**src/rtl/fa_ha_reg.sv**
```systemverilog
// fa_ha_reg: registered ripple-carry adder.
//   Each bit is a full-adder cell built from two half adders and an OR gate.
//   {cout, sum} captures a + b + cin on a rising clk edge when in_valid is
//   high and holds otherwise. out_valid pulses for the cycle that follows
//   each capture.
// Ports:
//   clk       rising-edge clock
//   rst_n     asynchronous active-low reset (clears sum, cout, out_valid)
//   in_valid  sample a, b and cin on this edge
//   a, b      WIDTH-bit unsigned addends
//   cin       carry into bit 0
//   sum       registered WIDTH-bit sum
//   cout      registered carry out of bit WIDTH-1
//   out_valid high for one cycle per newly captured result

// Half adder: s = a ^ b, c = a & b.
module fa_ha_reg_ha (
  input  logic a_i,
  input  logic b_i,
  output logic s_o,
  output logic c_o
);
  assign s_o = a_i ^ b_i;
  assign c_o = a_i & b_i;
endmodule

module fa_ha_reg #(
  parameter int WIDTH = 1
) (
  input  logic             clk,
  input  logic             rst_n,
  input  logic             in_valid,
  input  logic [WIDTH-1:0] a,
  input  logic [WIDTH-1:0] b,
  input  logic             cin,
  output logic [WIDTH-1:0] sum,
  output logic             cout,
  output logic             out_valid
);

  // Ripple chain: c[0] is cin, c[WIDTH] is the carry out of the top bit.
  logic [WIDTH:0]   c;
  logic [WIDTH-1:0] p;
  logic [WIDTH-1:0] g1;
  logic [WIDTH-1:0] g2;
  logic [WIDTH-1:0] s;

  assign c[0] = cin;

  for (genvar i = 0; i < WIDTH; i++) begin : g_fa
    // First HA forms propagate/generate from the operand bits.
    fa_ha_reg_ha u_ha1 (
      .a_i (a[i]),
      .b_i (b[i]),
      .s_o (p[i]),
      .c_o (g1[i])
    );
    // Second HA folds in the incoming carry.
    fa_ha_reg_ha u_ha2 (
      .a_i (p[i]),
      .b_i (c[i]),
      .s_o (s[i]),
      .c_o (g2[i])
    );
    assign c[i+1] = g1[i] | g2[i];
  end

  // ---- Output register stage ----
  logic [WIDTH-1:0] sum_q,  sum_d;
  logic             cout_q, cout_d;
  logic             vld_q,  vld_d;

  // Inputs are only looked at when in_valid is high, so X/Z on a, b, cin
  // during idle cycles never reaches the registers.
  always_comb begin
    sum_d  = sum_q;
    cout_d = cout_q;
    vld_d  = in_valid;
    if (in_valid) begin
      sum_d  = s;
      cout_d = c[WIDTH];
    end
  end

  always_ff @(posedge clk or negedge rst_n) begin
    if (!rst_n) begin
      sum_q  <= '0;
      cout_q <= 1'b0;
      vld_q  <= 1'b0;
    end else begin
      sum_q  <= sum_d;
      cout_q <= cout_d;
      vld_q  <= vld_d;
    end
  end

  assign sum       = sum_q;
  assign cout      = cout_q;
  assign out_valid = vld_q;

endmodule

```
**config.mk**
```make
export PLATFORM = sky130hd
export DESIGN_NAME = fa_ha_reg
export DESIGN_NICKNAME = d
export VERILOG_FILES = /design/src/rtl/fa_ha_reg.sv
export SDC_FILE = /design/constraint.sdc
export NUM_CORES = 1
export LEC_CHECK = 0
export CAP_MARGIN = 20
export CORE_AREA = 8 8 45 47
export DETAILED_ROUTE_END_ITERATION = 7
export DIE_AREA = 0 0 53 55
export PLACE_DENSITY = 0.31
export SYNTH_ARGS = -nofsm -noshare
export SYNTH_HDL_FRONTEND = slang
export SYNTH_HIERARCHICAL = 1
export SYNTH_SLANG_ARGS = --single-unit
```
**constraint.sdc**
```tcl
create_clock -name clk -period 1.2 [get_ports clk]
set_clock_uncertainty 0.1 [all_clocks]
set_input_delay 0.24 -clock clk [delete_from_list [all_inputs] [get_ports clk]]
set_output_delay 0.24 -clock clk [all_outputs]
set_load 0.03 [all_outputs]
```
==> results.sh <==
export IMPL_cts_root_buf="clkbuf_4"
export IMPL_critPathArrivalTime_ns=1.18
export IMPL_die_area_sq_mm=0.00292
export IMPL_syn_inst=9
export IMPL_synth_area_top_cells="dfrtp_1 (59%), ha_1 (20%), mux2_4 (12%), nor2_1 (5.9%), a21oi_1 (3.9%)"
export IMPL_wl_met3_um=86
export IMPL_routedWlPerCell_um=10.1
export IMPL_max_slew_margin_rel_pct=90.8
export IMPL_drtIter0Drc=3
export IMPL_grt_overflow_total=0
export IMPL_dp_cells=34
export IMPL_fp_dieH_um=55
export IMPL_cts_htree_levels=1
export IMPL_grt_pass1_vias=145
export IMPL_final_cell_mix="buf_4 (4), clkbuf_4 (3), dfrtp_1 (3), clkdlybuf4s50_1 (3), nor2_1 (2)"
export IMPL_yosys_area_top_type="dfrtp_1"
export IMPL_internal_power_mw=0.285
export IMPL_met2_length_um=134
export IMPL_avgSynthCellArea_sq_um=14.2
export IMPL_ioPinCount=9
export IMPL_grt_pass1_wl_um=627
export IMPL_drc=0
export IMPL_wirelength_um=384
export IMPL_cp_start_kind="input port"
export IMPL_numCtsBuffers=3
export IMPL_power_switching_mw=0.107
export IMPL_synth_nets=17
export IMPL_nFillCells=163
export IMPL_gp_congestion=0.629
export IMPL_cp_slowest_stage_delay_ns=0.40
export IMPL_mostFrequentLayoutCell="buf_4"
export IMPL_finalSetupViolCount=0
export IMPL_crit_chain="clkdlybuf4s50_1, ha_1, mux2_4"
export IMPL_drt_antenna_violating_nets=0
export IMPL_grt_max_degree=4
export IMPL_hold_violations=0
export IMPL_grt_usage_pct=3.72
export IMPL_final_seq_area_sq_um=75.1
export IMPL_finalCritPeriodShare_pct=97.6
export IMPL_tritoncts="yes"
export IMPL_synth_top_area_share_pct=58.8
export IMPL_rsz0062_at_grt="no"
export IMPL_multi_input_area_sq_um=65.1
export IMPL_clock_sinks=3
export IMPL_p_clk_share_pct=45.8
export IMPL_max_cap_violations=0
export IMPL_drive_gt1_share_pct=45.5
export IMPL_drtPass1Iterations=3
export IMPL_status="complete, no violations"
export IMPL_p_sw_share_pct=27.3
export IMPL_cts_setup_buffers=0
export IMPL_p_per_area_mw_per_mm2=1500
export IMPL_num_rows=14
export IMPL_stdcell_count=38
export IMPL_cts_buffer_depth=2
export IMPL_dr_total_vias=125
export IMPL_combPwrFrac_pct=23.5
export IMPL_ys_seq_elements=3
export IMPL_path_buf_inv=1
export IMPL_worstSkewPairLatency_ns=0.23
export IMPL_syn_area_sq_um=128
export IMPL_antenna_found_initial=0
export IMPL_initial_core_util_pct=9.22
export IMPL_syn2layout_area_growth_pct=105
export IMPL_rr_startpoint="sum"
export IMPL_path_class="in2reg"
export IMPL_yosys_warnings=6
export IMPL_cp_end_kind="register"
export IMPL_dr_max_layer_used="met4"
export IMPL_worst_r2r_path_depth=1
export IMPL_power_mw=0.392
export IMPL_cpMaxStageDelayCell="clkdlybuf4s50_1"
export IMPL_coreArea_sq_mm=0.00138
export IMPL_hold_path_class="in2async"
export IMPL_p_seq_share_pct=30.7
export IMPL_antennaDiodeCount=0
export IMPL_critical_path_top_delay_family="buffers and inverters"
export IMPL_nNetsFinal=31
export IMPL_die_x_um=53
export IMPL_via_per_inst=3.29
export IMPL_required_ns=1.21
export IMPL_report_final_slew_viol_count=0
export IMPL_yosysSeqAreaShare_pct=58.8
export IMPL_finalCriticalPeriod_ns=1.17
export IMPL_reg2reg_to="sum"
export IMPL_ir_drop_mv=0.250
export IMPL_power_leakage_nw=0.118
export IMPL_clkSlewWorstSetupHoldPaths_ns=0.04
export IMPL_yosysUniqueCellTypes=5
export IMPL_drt_met1_wl_um=141
export IMPL_worstMarginPinSlew_ns=0.138
export IMPL_io_buffer_count=8
export IMPL_fmax_mhz=854
export IMPL_worstPathMaxFanout=1
export IMPL_reg2reg_slack_ns=0.35
[synth_stat cells]
master	number
dfrtp_1	3
ha_1	2
nor2_1	2
a21oi_1	1
mux2_4	1
[sequential cells by signal, summed over array words and instances, names as in the netlist]
| signal | flops |
|---|---|
| out_valid | 1 |
| cout | 1 |
| sum | 1 |
[layout make-up]
class | instances | share of cell area, %
timing repair buffer | 9 | 28.7
sequential | 3 | 28.7
clock buffer | 4 | 10.0
multi-input combinational | 6 | 24.9
tap | 16 | 7.66
[through the flow]
stage / instance area (sq um) / setup WS [ns] / hold slack (ns) / setup TNS (ns) / util [%]
after floorplan: 140 / 0.0247 / -0.156 / 0 / -
after global placement: 240 / -0.504 / 0.334 / -0.859 / 17.4
after detailed placement: 240 / -0.508 / 0.333 / -0.882 / 17.4
after CTS: 267 / 0.0128 / 0.0823 / 0 / 19.3
after global routing: 262 / 0.00296 / 0.0863 / 0 / 18.9
final: 262 / 0.0291 / 0.0863 / 0 / 18.9
[power groups by stage]
stage               Sequential [mW]  Clock [mW]  Combinational (mW)
global route                  0.123       0.199               0.101
floorplan                     0.147           0              0.0212
finish                        0.120       0.180              0.0919
global placement              0.122           0              0.0964
CTS                           0.121       0.189              0.0950
detailed placement            0.122           0              0.0964
[what timing repair did]
item,CTS,global route
resized for setup,4,1
hold buffers,0,0
endpoints found under the setup margin,2,1
[worst max-delay path by stage]
| stage | startpoint | end | slack [ns] | cells after the start |
|---|---|---|---|---|
| 2_1_floorplan | a | sum | 0.02 | 3 |
| 3_3_place_gp | a | sum | -0.50 | 4 |
| 3_5_place_dp | a | sum | -0.51 | 4 |
| 4_1_cts | a | sum | 0.01 | 4 |
| 5_1_grt | cin | sum | 0.003 | 3 |
| 6_report | cin | sum | 0.03 | 3 |
[routing by layer]
| metal | global-route usage [%] | vias up |
|---|---|---|
| met5 | 0 | - |
| met2 | 3.91 | 11 |
| met3 | 4.28 | 4 |
| li1 | - | 57 |
| met4 | 6.47 | 0 |
| met1 | 2.59 | 53 |
[cells by family after synthesis]
kind of cell	share of synthesized area (%)
AO/OA/AOI/OAI	3.92
AND/OR/NAND/NOR	5.88
adder cells (fa/ha/maj)	19.6
multiplexers	11.8
flip-flops	58.8
No activity file was read; power rests on OpenSTA's default activity.
